===== src/rtl/gpr_writeback_stage.sv =====
// GPR write-back stage: selects ALU, load or link data and drives the register-file write port.
// Load ops whose data has not arrived park in WAIT_MEM until mem_rvalid.
module gpr_writeback_stage #(
  parameter  int unsigned DATA_W      = 32,
  parameter  int unsigned REG_ADDR_W  = 5,
  parameter  int unsigned LINK_OFFSET = 4,
  localparam int unsigned LANE_W      = $clog2(DATA_W / 8)
) (
  input  logic                  clk,
  input  logic                  rst_n,
  input  logic                  in_valid,
  output logic                  in_ready,
  input  logic [1:0]            in_sel,
  input  logic                  in_we,
  input  logic [REG_ADDR_W-1:0] in_rd,
  input  logic [DATA_W-1:0]     in_alu,
  input  logic [DATA_W-1:0]     in_pc,
  input  logic [1:0]            in_mem_size,
  input  logic                  in_mem_signed,
  input  logic [LANE_W-1:0]     in_addr_lo,
  input  logic                  mem_rvalid,
  input  logic [DATA_W-1:0]     mem_rdata,
  output logic                  gpr_we,
  output logic [REG_ADDR_W-1:0] gpr_waddr,
  output logic [DATA_W-1:0]     gpr_wdata,
  output logic                  busy
);

  localparam int unsigned IDX_W = $clog2(DATA_W);

  localparam logic [1:0] SEL_ALU  = 2'b00;
  localparam logic [1:0] SEL_MEM  = 2'b01;
  localparam logic [1:0] SEL_LINK = 2'b10;

  localparam logic [1:0] SIZE_BYTE = 2'b00;
  localparam logic [1:0] SIZE_HALF = 2'b01;
  localparam logic [1:0] SIZE_WORD = 2'b10;
  localparam logic [1:0] SIZE_FULL = 2'b11;

  typedef enum logic {
    ST_IDLE     = 1'b0,
    ST_WAIT_MEM = 1'b1
  } state_e;

  state_e                  state_q, state_d;
  logic                    cap_we_q, cap_we_d;
  logic [REG_ADDR_W-1:0]   cap_rd_q, cap_rd_d;
  logic [1:0]              cap_size_q, cap_size_d;
  logic                    cap_signed_q, cap_signed_d;
  logic [LANE_W-1:0]       cap_lo_q, cap_lo_d;
  logic                    gpr_we_q, gpr_we_d;
  logic [REG_ADDR_W-1:0]   gpr_waddr_q, gpr_waddr_d;
  logic [DATA_W-1:0]       gpr_wdata_q, gpr_wdata_d;

  logic [1:0]              ext_size;
  logic                    ext_signed;
  logic [LANE_W-1:0]       ext_lo;
  logic [DATA_W-1:0]       load_data;
  logic [DATA_W-1:0]       link_data;

  // Align the addressed lane to bit 0, then sign- or zero-fill above the access width.
  function automatic logic [DATA_W-1:0] load_extract(
    input logic [DATA_W-1:0] raw,
    input logic [1:0]        size,
    input logic              sgn,
    input logic [LANE_W-1:0] lo
  );
    logic [LANE_W-1:0] lane;
    logic [LANE_W+2:0] shamt;
    logic [DATA_W-1:0] shifted;
    logic [DATA_W-1:0] res;
    int                nbits;
    logic              fill;
    case (size)
      SIZE_BYTE: begin lane = lo;                   nbits = 8;           end
      SIZE_HALF: begin lane = lo & ~LANE_W'(1);     nbits = 16;          end
      SIZE_WORD: begin lane = lo & ~LANE_W'(3);     nbits = 32;          end
      default:   begin lane = '0;                   nbits = int'(DATA_W); end
    endcase
    shamt   = {lane, 3'b000};
    shifted = raw >> shamt;
    fill    = sgn && (size != SIZE_FULL) && shifted[IDX_W'(nbits - 1)];
    for (int i = 0; i < int'(DATA_W); i++) begin
      res[i] = (i < nbits) ? shifted[i] : fill;
    end
    return res;
  endfunction

  // Load fields come from the captured op while waiting, else straight from the inputs.
  always_comb begin
    ext_size   = in_mem_size;
    ext_signed = in_mem_signed;
    ext_lo     = in_addr_lo;
    if (state_q == ST_WAIT_MEM) begin
      ext_size   = cap_size_q;
      ext_signed = cap_signed_q;
      ext_lo     = cap_lo_q;
    end
    load_data = load_extract(mem_rdata, ext_size, ext_signed, ext_lo);
    link_data = in_pc + DATA_W'(LINK_OFFSET);
  end

  // Next-state and write-port logic; waddr/wdata only move when a write fires.
  always_comb begin
    state_d      = state_q;
    cap_we_d     = cap_we_q;
    cap_rd_d     = cap_rd_q;
    cap_size_d   = cap_size_q;
    cap_signed_d = cap_signed_q;
    cap_lo_d     = cap_lo_q;
    gpr_we_d     = 1'b0;
    gpr_waddr_d  = gpr_waddr_q;
    gpr_wdata_d  = gpr_wdata_q;

    case (state_q)
      ST_IDLE: begin
        if (in_valid) begin
          case (in_sel)
            SEL_ALU: begin
              if (in_we && (in_rd != '0)) begin
                gpr_we_d    = 1'b1;
                gpr_waddr_d = in_rd;
                gpr_wdata_d = in_alu;
              end
            end
            SEL_LINK: begin
              if (in_we && (in_rd != '0)) begin
                gpr_we_d    = 1'b1;
                gpr_waddr_d = in_rd;
                gpr_wdata_d = link_data;
              end
            end
            SEL_MEM: begin
              if (mem_rvalid) begin
                if (in_we && (in_rd != '0)) begin
                  gpr_we_d    = 1'b1;
                  gpr_waddr_d = in_rd;
                  gpr_wdata_d = load_data;
                end
              end else begin
                cap_we_d     = in_we;
                cap_rd_d     = in_rd;
                cap_size_d   = in_mem_size;
                cap_signed_d = in_mem_signed;
                cap_lo_d     = in_addr_lo;
                state_d      = ST_WAIT_MEM;
              end
            end
            default: ;
          endcase
        end
      end
      ST_WAIT_MEM: begin
        if (mem_rvalid) begin
          if (cap_we_q && (cap_rd_q != '0)) begin
            gpr_we_d    = 1'b1;
            gpr_waddr_d = cap_rd_q;
            gpr_wdata_d = load_data;
          end
          state_d = ST_IDLE;
        end
      end
      default: state_d = ST_IDLE;
    endcase
  end

  // State, capture and write-port registers; reset drops any pending load.
  always_ff @(posedge clk or negedge rst_n) begin
    if (!rst_n) begin
      state_q      <= ST_IDLE;
      cap_we_q     <= 1'b0;
      cap_rd_q     <= '0;
      cap_size_q   <= '0;
      cap_signed_q <= 1'b0;
      cap_lo_q     <= '0;
      gpr_we_q     <= 1'b0;
      gpr_waddr_q  <= '0;
      gpr_wdata_q  <= '0;
    end else begin
      state_q      <= state_d;
      cap_we_q     <= cap_we_d;
      cap_rd_q     <= cap_rd_d;
      cap_size_q   <= cap_size_d;
      cap_signed_q <= cap_signed_d;
      cap_lo_q     <= cap_lo_d;
      gpr_we_q     <= gpr_we_d;
      gpr_waddr_q  <= gpr_waddr_d;
      gpr_wdata_q  <= gpr_wdata_d;
    end
  end

  assign in_ready  = (state_q == ST_IDLE);
  assign busy      = (state_q == ST_WAIT_MEM);
  assign gpr_we    = gpr_we_q;
  assign gpr_waddr = gpr_waddr_q;
  assign gpr_wdata = gpr_wdata_q;

endmodule


===== config.mk =====
export PLATFORM = sky130hd
export DESIGN_NAME = gpr_writeback_stage
export DESIGN_NICKNAME = d
export VERILOG_FILES = /design/src/rtl/gpr_writeback_stage.sv
export SDC_FILE = /design/constraint.sdc
export NUM_CORES = 1
export LEC_CHECK = 0
export ABC_AREA = 1
export CORE_MARGIN = 5
export CORE_UTILIZATION = 47
export CTS_CLUSTER_DIAMETER = 120
export DETAILED_ROUTE_END_ITERATION = 16
export PLACE_DENSITY = 0.83
export SETUP_SLACK_MARGIN = 0.02
export SYNTH_ARGS = -nofsm -noshare
export SYNTH_HDL_FRONTEND = slang
export SYNTH_SLANG_ARGS = --single-unit

===== constraint.sdc =====
create_clock -name clk -period 2.5 [get_ports clk]
set_clock_uncertainty 0.1 [all_clocks]
set_input_delay 0.25 -clock clk [delete_from_list [all_inputs] [get_ports clk]]
set_output_delay 0.25 -clock clk [all_outputs]
set_load 0.02 [all_outputs]

==> out/metrics.cfg, run 1 <==
[global_routing]
track_usage_pct=31.7
grt_pass1_vias=5725
grt_pass1_wl_um=29400
antenna_found_initial=0
grt_start_max_net_pins=59
grt_overflow=0

[power]
power.sequential.fraction_pct=33.2
power.ir.vdd_worst_mv=0.412
power.density_cell_area_nw_per_um2=541
p_int_mw=2.12
sw_frac_of_total_pct=41.1
share_of_power_burned_in_combinational_logic_pct=51.5
share_clk_of_total_power_pct=15.3
switchingPower_mw=1.48
cellLeakagePower_nw=3.17

[critical_path]
crit_path_cell_trace=inv_4 > buf_6 > clkdlybuf4s50_1
worstSetupPathDepth=3
crit_required_ns=2.15
crit_path_end_kind=output port
critPathLaunch=busy
worst_ep_arrival_time_ns=2.01
crit_family=buffers and inverters
critical_path.slowest_cell=sky130_fd_sc_hd__clkdlybuf4s50_1
regToRegStartpoint=busy
r2r_slack_ns=0.20
worst_r2r_path_depth=11
r2r_end=gpr_wdata[18]
cp_slowest_stage_delay_ns=0.69
setup.worst_path.start_class=flop
timing.critical_path.to=in_ready
cp.buffers_inverters=3
critPathMaxFanout=58
timing.setup.critical_path_class=flop to output port

[drt]
route.vias.total=5994
routed.top_layer=met4
drt_pass1_iterations=6
detailroute.wirelength.met2_um=8750
routedWlPerCell_um=17.8
wl_final_um=18900
met1_length_um=7760
first_iter_violations=612
met3_wirelength_um=1780
remaining_drc_errors=0
route.antenna.remaining_nets=0
routed_via_density=5.64

[cells_and_area]
stdcell_area_sq_um=6650
post_route_core_utilization_pct=69.0
final_nets=1046
area_of_combinational_cells_with_multiple_inputs_sq_um=2850
drive_above_1_share_pct=10.5
layout.filler_cells=874
syn_to_final_growth_pct=45.3
area.sequential_sq_um=1250
n_antenna_cell=0
highest_count_cells_in_the_layout_ignoring_fill_and_taps=sky130_fd_sc_hd__nand2_1 (233), sky130_fd_sc_hd__clkdlybuf4s50_1 (151), sky130_fd_sc_hd__o21ai_0 (83)
layout.cells.most_common=sky130_fd_sc_hd__nand2_1

[clock_tree]
postCtsSetupBuffers=0
tritoncts=built
cts-buffers-inserted=5
cts_max_path_buffers=2
clk_root_buffer_cell=sky130_fd_sc_hd__clkbuf_8
h-tree-depth=2
clock_latency_late_sink_ns=0.33
cts_num_sinks=50
cts.reportedPaths.clkPinSlew_ns=0.12

[synth]
yosysSeqAreaShare_pct=27.4
synthDistinctLibCells=42
syn-instance-count=753
synth_seq_cells=50
syn-mean-instance-area_sq_um=6.07
synth.yosys.warnings=0
synth_fp_nets=871
post_synth_instance_area_sq_um=4570

[sta]
slew_violations=0
period_needed_ns=2.36
post-route-period-util_pct=94.4
normalized_max_slew_margin_pct=70.1
maxClockFrequency_mhz=424
unrepaired_setup_endpoints_after_global_routing=false
timing_hold_violations_final=0
worst_slew_pin_slew_ns=0.449
setup_viol=0
setup_ws_ns=0.140

[placement]
dp_slack_ns=-0.119
numPortBuffers=152
post_dp_cell_area_sq_um=6530
dp.final_hpwl_um=15200
routabilityCongestion=1.03

[floorplanning]
die_area_sq_um=11800
initial_core_util_pct=47.5
std_cell_rows=36
ios=153
die_height_um=109
dieWidth_um=109
core_area_sq_um=9640

[job]
max_cap_violations=0

[run_status]
run_status=finished clean

[hold_path]
hp-class=primary input to async pin

-- worst register-to-register path, stage by stage (launching register included) --
cell and delay, ns:
sky130_fd_sc_hd__dfrtp_2 0.50, sky130_fd_sc_hd__nand2_1 0.20, sky130_fd_sc_hd__nand2_8 0.12, sky130_fd_sc_hd__nand3_4 0.12, sky130_fd_sc_hd__buf_12 0.18, sky130_fd_sc_hd__inv_1 0.19, sky130_fd_sc_hd__o21ai_0 0.40, sky130_fd_sc_hd__o21ai_1 0.10
sky130_fd_sc_hd__nand2_1 0.09, sky130_fd_sc_hd__nand3_1 0.07, sky130_fd_sc_hd__o21ai_1 0.08, sky130_fd_sc_hd__inv_1 0.05
-- metrics by stage --
step           instances  power (mW)  setup TNS (ns)  hold slack [ns]
2_1_floorplan        753        2.11               0           -0.146
3_3_place_gp        1053        2.99          -0.429            0.112
3_5_place_dp        1053        3.03          -0.212            0.122
4_1_cts             1062        3.58               0            0.294
5_1_grt             1062        3.80               0            0.324
6_report            1062        3.60               0            0.276
-- power groups by stage --
| stage | Sequential, mW | Clock (mW) | Combinational (mW) |
|---|---|---|---|
| global route | 1.22 | 0.586 | 1.99 |
| global placement | 1.20 | 0 | 1.79 |
| CTS | 1.19 | 0.552 | 1.84 |
| detailed placement | 1.20 | 0 | 1.83 |
| floorplan | 1.43 | 0 | 0.681 |
| finish | 1.19 | 0.550 | 1.85 |
-- layout make-up --
type	instances	area share (%)
clock buffer	5	1.04
clock inverter	3	0.395
inverter	81	4.65
multi-input combinational	585	42.9
sequential	50	18.8
tap	133	2.50
timing repair buffer	205	29.6
-- routing by layer --
| layer | vias to the layer above | track usage, % |
|---|---|---|
| li1 | 2817 | - |
| met1 | 2756 | 43.8 |
| met2 | 370 | 52.0 |
| met3 | 51 | 4.44 |
| met4 | 0 | 8.57 |
| met5 | - | 0 |
-- cell families after synthesis --
family,share of synthesized area [%]
AOI/OAI and AO/OA,21.1
adders and majority gates,1.37
buffers and inverters,10.4
DFF,27.4
muxes,0.957
and+or+nand+nor,38.8
-- worst min-delay path by stage --
stage / slack [ns] / endpoint
floorplan: -0.15 / busy
global placement: 0.11 / cap_lo_q[1]
detailed placement: 0.12 / cap_lo_q[1]
CTS: 0.29 / cap_lo_q[1]
global route: 0.32 / cap_lo_q[0]
finish: 0.28 / cap_lo_q[0]
-- synth_stat cells (all sizes together) --
library cell  number  share of area [%]
nand4             10                1.4
nor2              55                4.7
o22ai              1               0.14
mux2i              1               0.22
dfrtp             50                 27
nand3b             3               0.49
nor3              20                2.2
or2               15                2.1
mux2               3               0.74
o221ai             1               0.19
a21boi             2               0.33
clkbuf            24                2.0
o31ai              4               0.66
ha                 5                1.4
a22o               6                1.1
nor4               1               0.14
nand2            242                 21
o21ai            102                 11
nor3b              2               0.33
o21bai             1               0.16
nand3             58                6.8
a31oi              1               0.14
a21o               1               0.16
a21oi             31                3.4
inv               80                6.6
a2bb2oi           11                2.1
buf               13                1.8
o211ai             9                1.5
clkinv             1              0.082
-- registers in the layout, indices dropped and copies added (netlist names) --
name,cells
busy,1
cap_lo_q,2
cap_signed_q,1
cap_size_q,2
cap_we_q,1
gpr_waddr,5
cap_rd_q,5
gpr_we,1
gpr_wdata,32
-- what timing repair did --
item / in CTS / in global routing
gates resized for setup: 1 / 4
hold endpoints to repair: 18 / 0
setup endpoints to repair: 1 / 18
hold buffers: 1 / 0
(Power assumes the default switching activity.)
==> inputs of run 2 (changes only) <==
SKIP_CTS_REPAIR_TIMING = 1   (was default)
==> run 2 against run 1 <==
  * Via count grew 0.18%
  * Wire length increased by 0.20%
  * Clock-buffer cell count did not move
  * Die area is the same
  * Global-route usage shrank 0.11 points
  * Clock power hardly changed
  * Core utilization fell by 0.091 points
  * Sequential power about the same
  * Final cell count did not move
  * Register-to-register slack worse by 0.02 ns
==> out/metrics.cfg, run 2 (synthesis gave the netlist of run 1 again) <==
[global_routing]
grt_overflow=0  ; unchanged
grt_pass1_wl_um=29300  ; -0.37%
grt_pass1_vias=5722  ; -0.052%
track_usage_pct=31.6  ; -0.11 points
grt_start_max_net_pins=59  ; unchanged
antenna_found_initial=0  ; unchanged

[critical_path]
setup.worst_path.start_class=flop
crit_path_end_kind=output port
critPathMaxFanout=58  ; unchanged
critical_path.slowest_cell=sky130_fd_sc_hd__clkdlybuf4s50_1
timing.setup.critical_path_class=flop to output port
crit_path_cell_trace=inv_4 > buf_6 > clkdlybuf4s50_1
worst_ep_arrival_time_ns=2.00  ; about the same
crit_required_ns=2.15  ; about the same
cp_slowest_stage_delay_ns=0.69  ; about the same

[placement]
numPortBuffers=152  ; unchanged
routabilityCongestion=1.03  ; unchanged
dp_cells=1053  ; unchanged
dp.final_hpwl_um=15200  ; unchanged

[sta]
period_needed_ns=2.35  ; -0.0108 ns
worst_slew_pin_slew_ns=0.454  ; +0.00485 ns
setup_viol=0  ; unchanged
worst_hold_slack_ns=0.278  ; +0.00125 ns
timing_hold_violations_final=0  ; unchanged
normalized_max_slew_margin_pct=69.8  ; -0.32 points
setup_total_negative_slack_ns=0  ; unchanged
post-route-period-util_pct=94.0  ; -0.43 points
maxClockFrequency_mhz=426  ; +0.46%
slew_violations=0  ; unchanged

[drt]
route.vias.total=6005  ; +0.18%
met1_length_um=7650  ; -1.4%
route.antenna.remaining_nets=0  ; unchanged
routed_via_density=5.65  ; +0.18%
detailroute.wirelength.met2_um=8740  ; -0.11%
drt_pass1_iterations=5  ; -1
remaining_drc_errors=0  ; unchanged
routedWlPerCell_um=17.8  ; +0.20%
met3_wirelength_um=1960  ; +9.6%
routed.top_layer=met4
wl_final_um=18900  ; +0.20%
first_iter_violations=607  ; -0.82%

[cells_and_area]
drive_above_1_share_pct=10.5  ; unchanged
final_cell_count_no_fill=1062  ; unchanged
largest_register_ff_count=32  ; unchanged
layout.cells.most_common=sky130_fd_sc_hd__nand2_1
area_of_combinational_cells_with_multiple_inputs_sq_um=2850  ; -0.31%
n_antenna_cell=0  ; unchanged
final_nets=1046  ; unchanged
highest_count_cells_in_the_layout_ignoring_fill_and_taps=sky130_fd_sc_hd__nand2_1 (233), sky130_fd_sc_hd__clkdlybuf4s50_1 (151), sky130_fd_sc_hd__o21ai_0 (83)
syn_to_final_growth_pct=45.1
area.sequential_sq_um=1250  ; unchanged
layout.filler_cells=877  ; +0.34%

[power]
cellLeakagePower_nw=3.17  ; about the same
power.ir.vdd_worst_mv=0.412  ; about the same
totalPowerFinal_mw=3.60  ; about the same
power.density_cell_area_nw_per_um2=542  ; +0.13%

[clock_tree]
cts_num_sinks=50  ; unchanged
h-tree-depth=2  ; unchanged
cts-buffers-inserted=5  ; unchanged
clock_latency_late_sink_ns=0.33  ; about the same
tritoncts=built
cts_max_path_buffers=2  ; unchanged
cts.reportedPaths.clkPinSlew_ns=0.12  ; about the same
clk_root_buffer_cell=sky130_fd_sc_hd__clkbuf_8

[floorplanning]
ios=153  ; unchanged
dieWidth_um=109  ; unchanged
die_area_sq_um=11800  ; unchanged
std_cell_rows=36  ; unchanged
die_height_um=109  ; unchanged
core_area_sq_um=9640  ; unchanged
initial_core_util_pct=47.5  ; unchanged

[run_status]
run_status=finished clean

[hold_path]
hp-class=primary input to async pin

[job]
max_cap_violations=0  ; unchanged

[run 2: worst paths after layout]
path,end,startpoint,cells past startpoint,slack [ns]
setup / recovery,in_ready,busy,3,0.15
hold reg to reg,gpr_wdata[31],gpr_wdata[31],2,0.39
max in group asynchronous,gpr_wdata[14],rst_n,3,1.20
min in group clk,gpr_wdata[31],gpr_wdata[31],2,0.39
setup reg to reg,gpr_wdata[26],busy,13,0.18
hold / removal,cap_lo_q[1],rst_n,2,0.28
[run 2: power by group]
group | internal, mW | switching (mW)
Clock | 0.208 | 0.342
Sequential | 1.04 | 0.152
Combinational | 0.866 | 0.985
[run 2: area by class of cell]
class,count,area share [%]
Clock buffer,5,1.04
Clock inverter,3,0.396
Inverter,81,4.66
Multi-Input combinational cell,585,42.9
Sequential cell,50,18.9
Tap cell,133,2.51
Timing Repair Buffer,205,29.7
[run 2: critical path: cells and delay by family, from the launching register on]
family                 cells  cell delay, ns
buffers and inverters      3            1.16
DFF                        1            0.50
[run 2: stage by stage]
stage	cell area, sq um	worst slack [ns]	util (%)
global placement	6530	-0.156	67.7
floorplan	4570	0.485	-
CTS	6620	-0.00114	68.7
detailed placement	6530	-0.119	67.7
global route	6640	-0.00518	68.9
finish	6640	0.151	68.9
[run 2: layer usage]
layer,track usage (%),up-vias
met5,0,-
met4,8.57,0
met3,4.44,50
met2,51.7,373
met1,43.8,2758
li1,-,2824
==> inputs of run 3 (changes only) <==
CORE_MARGIN = 1.5   (was 5)
==> run 3 against run 2 <==
  * Core utilization increased by 2.3 points
  * Clock power fell by 6.9%
  * Sequential power is essentially flat
  * Flip-flop and latch count unchanged
  * Via count down 0.52%
  * Fmax rose by 2.9%
  * Global-route usage up 3.7 points
  * Critical path type is now flop to flop
  * Largest cell class unchanged
==> out/metrics.cfg, run 3 (synthesis gave the netlist of run 1 again) <==
[floorplanning]
die_area_sq_um=10300  ; -12%
initial_core_util_pct=49.0  ; +1.6 points
std_cell_rows=35  ; -2.8%
ios=153  ; unchanged
dieWidth_um=102  ; -6.4%
core_area_sq_um=9330  ; -3.2%
die_height_um=102  ; -6.4%

[sta]
worst_hold_slack_ns=0.385  ; +0.108 ns
worst_slew_pin_slew_ns=0.696  ; +0.243 ns
maxClockFrequency_mhz=438  ; +2.9%
setup_ws_ns=0.218  ; +0.0670 ns
setup_total_negative_slack_ns=0  ; unchanged
setup_viol=0  ; unchanged
normalized_max_slew_margin_pct=53.6  ; -16 points
post-route-period-util_pct=91.3  ; -2.7 points
period_needed_ns=2.28  ; -0.0670 ns
timing_hold_violations_final=0  ; unchanged
slew_violations=0  ; unchanged
unrepaired_setup_endpoints_after_global_routing=false

[placement]
dp.final_hpwl_um=14700  ; -3.2%
dp_cells=1053  ; unchanged
routabilityCongestion=0.947  ; -8.1%
numPortBuffers=152  ; unchanged
dp_slack_ns=-0.0393  ; +0.0794 ns

[cells_and_area]
layout.cells.most_common=sky130_fd_sc_hd__nand2_1
final_nets=1050  ; +0.38%
final_cell_count_no_fill=1062  ; unchanged
drive_above_1_share_pct=10.8  ; +0.28 points
layout.filler_cells=815  ; -7.1%
n_antenna_cell=0  ; unchanged
largest_register_ff_count=32  ; unchanged
highest_count_cells_in_the_layout_ignoring_fill_and_taps=sky130_fd_sc_hd__nand2_1 (233), sky130_fd_sc_hd__clkdlybuf4s50_1 (151), sky130_fd_sc_hd__o21ai_0 (84)
post_route_core_utilization_pct=71.2  ; +2.3 points
syn_to_final_growth_pct=45.2  ; about the same

[global_routing]
antenna_found_initial=0  ; unchanged
grt_start_max_net_pins=51  ; -14%
grt_overflow=0  ; unchanged
grt_pass1_vias=5667  ; -0.96%
grt_pass1_wl_um=28200  ; -3.8%
track_usage_pct=35.3  ; +3.7 points

[clock_tree]
cts_num_sinks=50  ; unchanged
clk_root_buffer_cell=sky130_fd_sc_hd__clkbuf_8
clock_latency_late_sink_ns=0.32  ; about the same
cts-buffers-inserted=5  ; unchanged
cts_max_path_buffers=2  ; unchanged
cts.reportedPaths.clkPinSlew_ns=0.10  ; -0.02 ns
h-tree-depth=2  ; unchanged
tritoncts=built

[critical_path]
cp.buffers_inverters=2  ; -1
crit_required_ns=2.60  ; +0.45 ns
crit_family=simple AND/OR/NAND/NOR gates
critPathMaxFanout=16  ; -72%
worst_ep_arrival_time_ns=2.38  ; +0.38 ns
crit_path_cell_trace=nand2_1 > nand2_4 > nand2_2 > inv_2 > nand3_2 > nand3_1 > nand2_2 > nand2_4 > nand2_1 > o21ai_0 > inv_1 > nand2_1 > nand2_1
critical_path.slowest_cell=sky130_fd_sc_hd__dfrtp_1
critPathMostFrequentCell=sky130_fd_sc_hd__nand2_1
crit_path_end_kind=flop
timing.setup.critical_path_class=flop to flop
cp_slowest_stage_delay_ns=0.50  ; -0.19 ns
setup.worst_path.start_class=flop

[power]
power.density_cell_area_nw_per_um2=535  ; -1.2%
power.ir.vdd_worst_mv=0.426  ; +3.4%
cellLeakagePower_nw=3.17  ; about the same

[drt]
wl_final_um=18500  ; -2.4%
first_iter_violations=456  ; -25%
remaining_drc_errors=0  ; unchanged
drt_pass1_iterations=5  ; unchanged
route.antenna.remaining_nets=0  ; unchanged
route.vias.total=5974  ; -0.52%
routed_via_density=5.63  ; -0.52%
routedWlPerCell_um=17.4  ; -2.4%

[run_status]
run_status=finished clean

[job]
max_cap_violations=0  ; unchanged

[hold_path]
hp-class=flop to flop

## run 3: per-layer routing
| metal | part of all wire, % | GRT usage [%] | up-vias |
|---|---|---|---|
| met5 | 0 | 0 | - |
| met4 | 1.9 | 8.23 | 0 |
| met3 | 9.6 | 4.28 | 35 |
| met2 | 47 | 59.1 | 342 |
| met1 | 41 | 48.7 | 2758 |
| li1 | - | - | 2839 |
## run 3: layout make-up
class                      instances  area [sq um]  area share, %
clock buffer                       5          68.8           1.04
clock inverter                     3          23.8          0.358
tap                              129           161           2.43
timing repair buffer             209          1980           29.9
inverter                          81           307           4.62
sequential                        50          1250           18.8
multi-input combinational        585          2850           42.8
## run 3: worst min-delay path, stage by stage (launching register included)
cell,delay (ns)
sky130_fd_sc_hd__dfrtp_1,0.35
sky130_fd_sc_hd__nand2_1,0.05
sky130_fd_sc_hd__nand2_1,0.05
## run 3: final timing paths
path	from	end	slack, ns	depth (start not counted)
worst max-delay path	busy	gpr_wdata[25]	0.22	13
max in group asynchronous	rst_n	gpr_wdata[22]	1.31	3
worst min register to register	gpr_wdata[31]	gpr_wdata[31]	0.39	2
worst min-delay path	gpr_wdata[31]	gpr_wdata[31]	0.39	2
worst max register to register	busy	gpr_wdata[25]	0.22	13
min in group asynchronous	rst_n	cap_lo_q[1]	0.53	3
## run 3: where the power goes
group / internal, mW / switching, mW
logic: 0.865 / 0.978
clock network: 0.201 / 0.311
registers: 1.04 / 0.154
total: 2.11 / 1.44
## run 3: through the flow
step / total power, mW / instance area (sq um)
3_3_place_gp: 2.98 / 6540
5_1_grt: 3.73 / 6640
4_1_cts: 3.54 / 6630
3_5_place_dp: 3.02 / 6540
6_report: 3.55 / 6640
2_1_floorplan: 2.11 / 4570
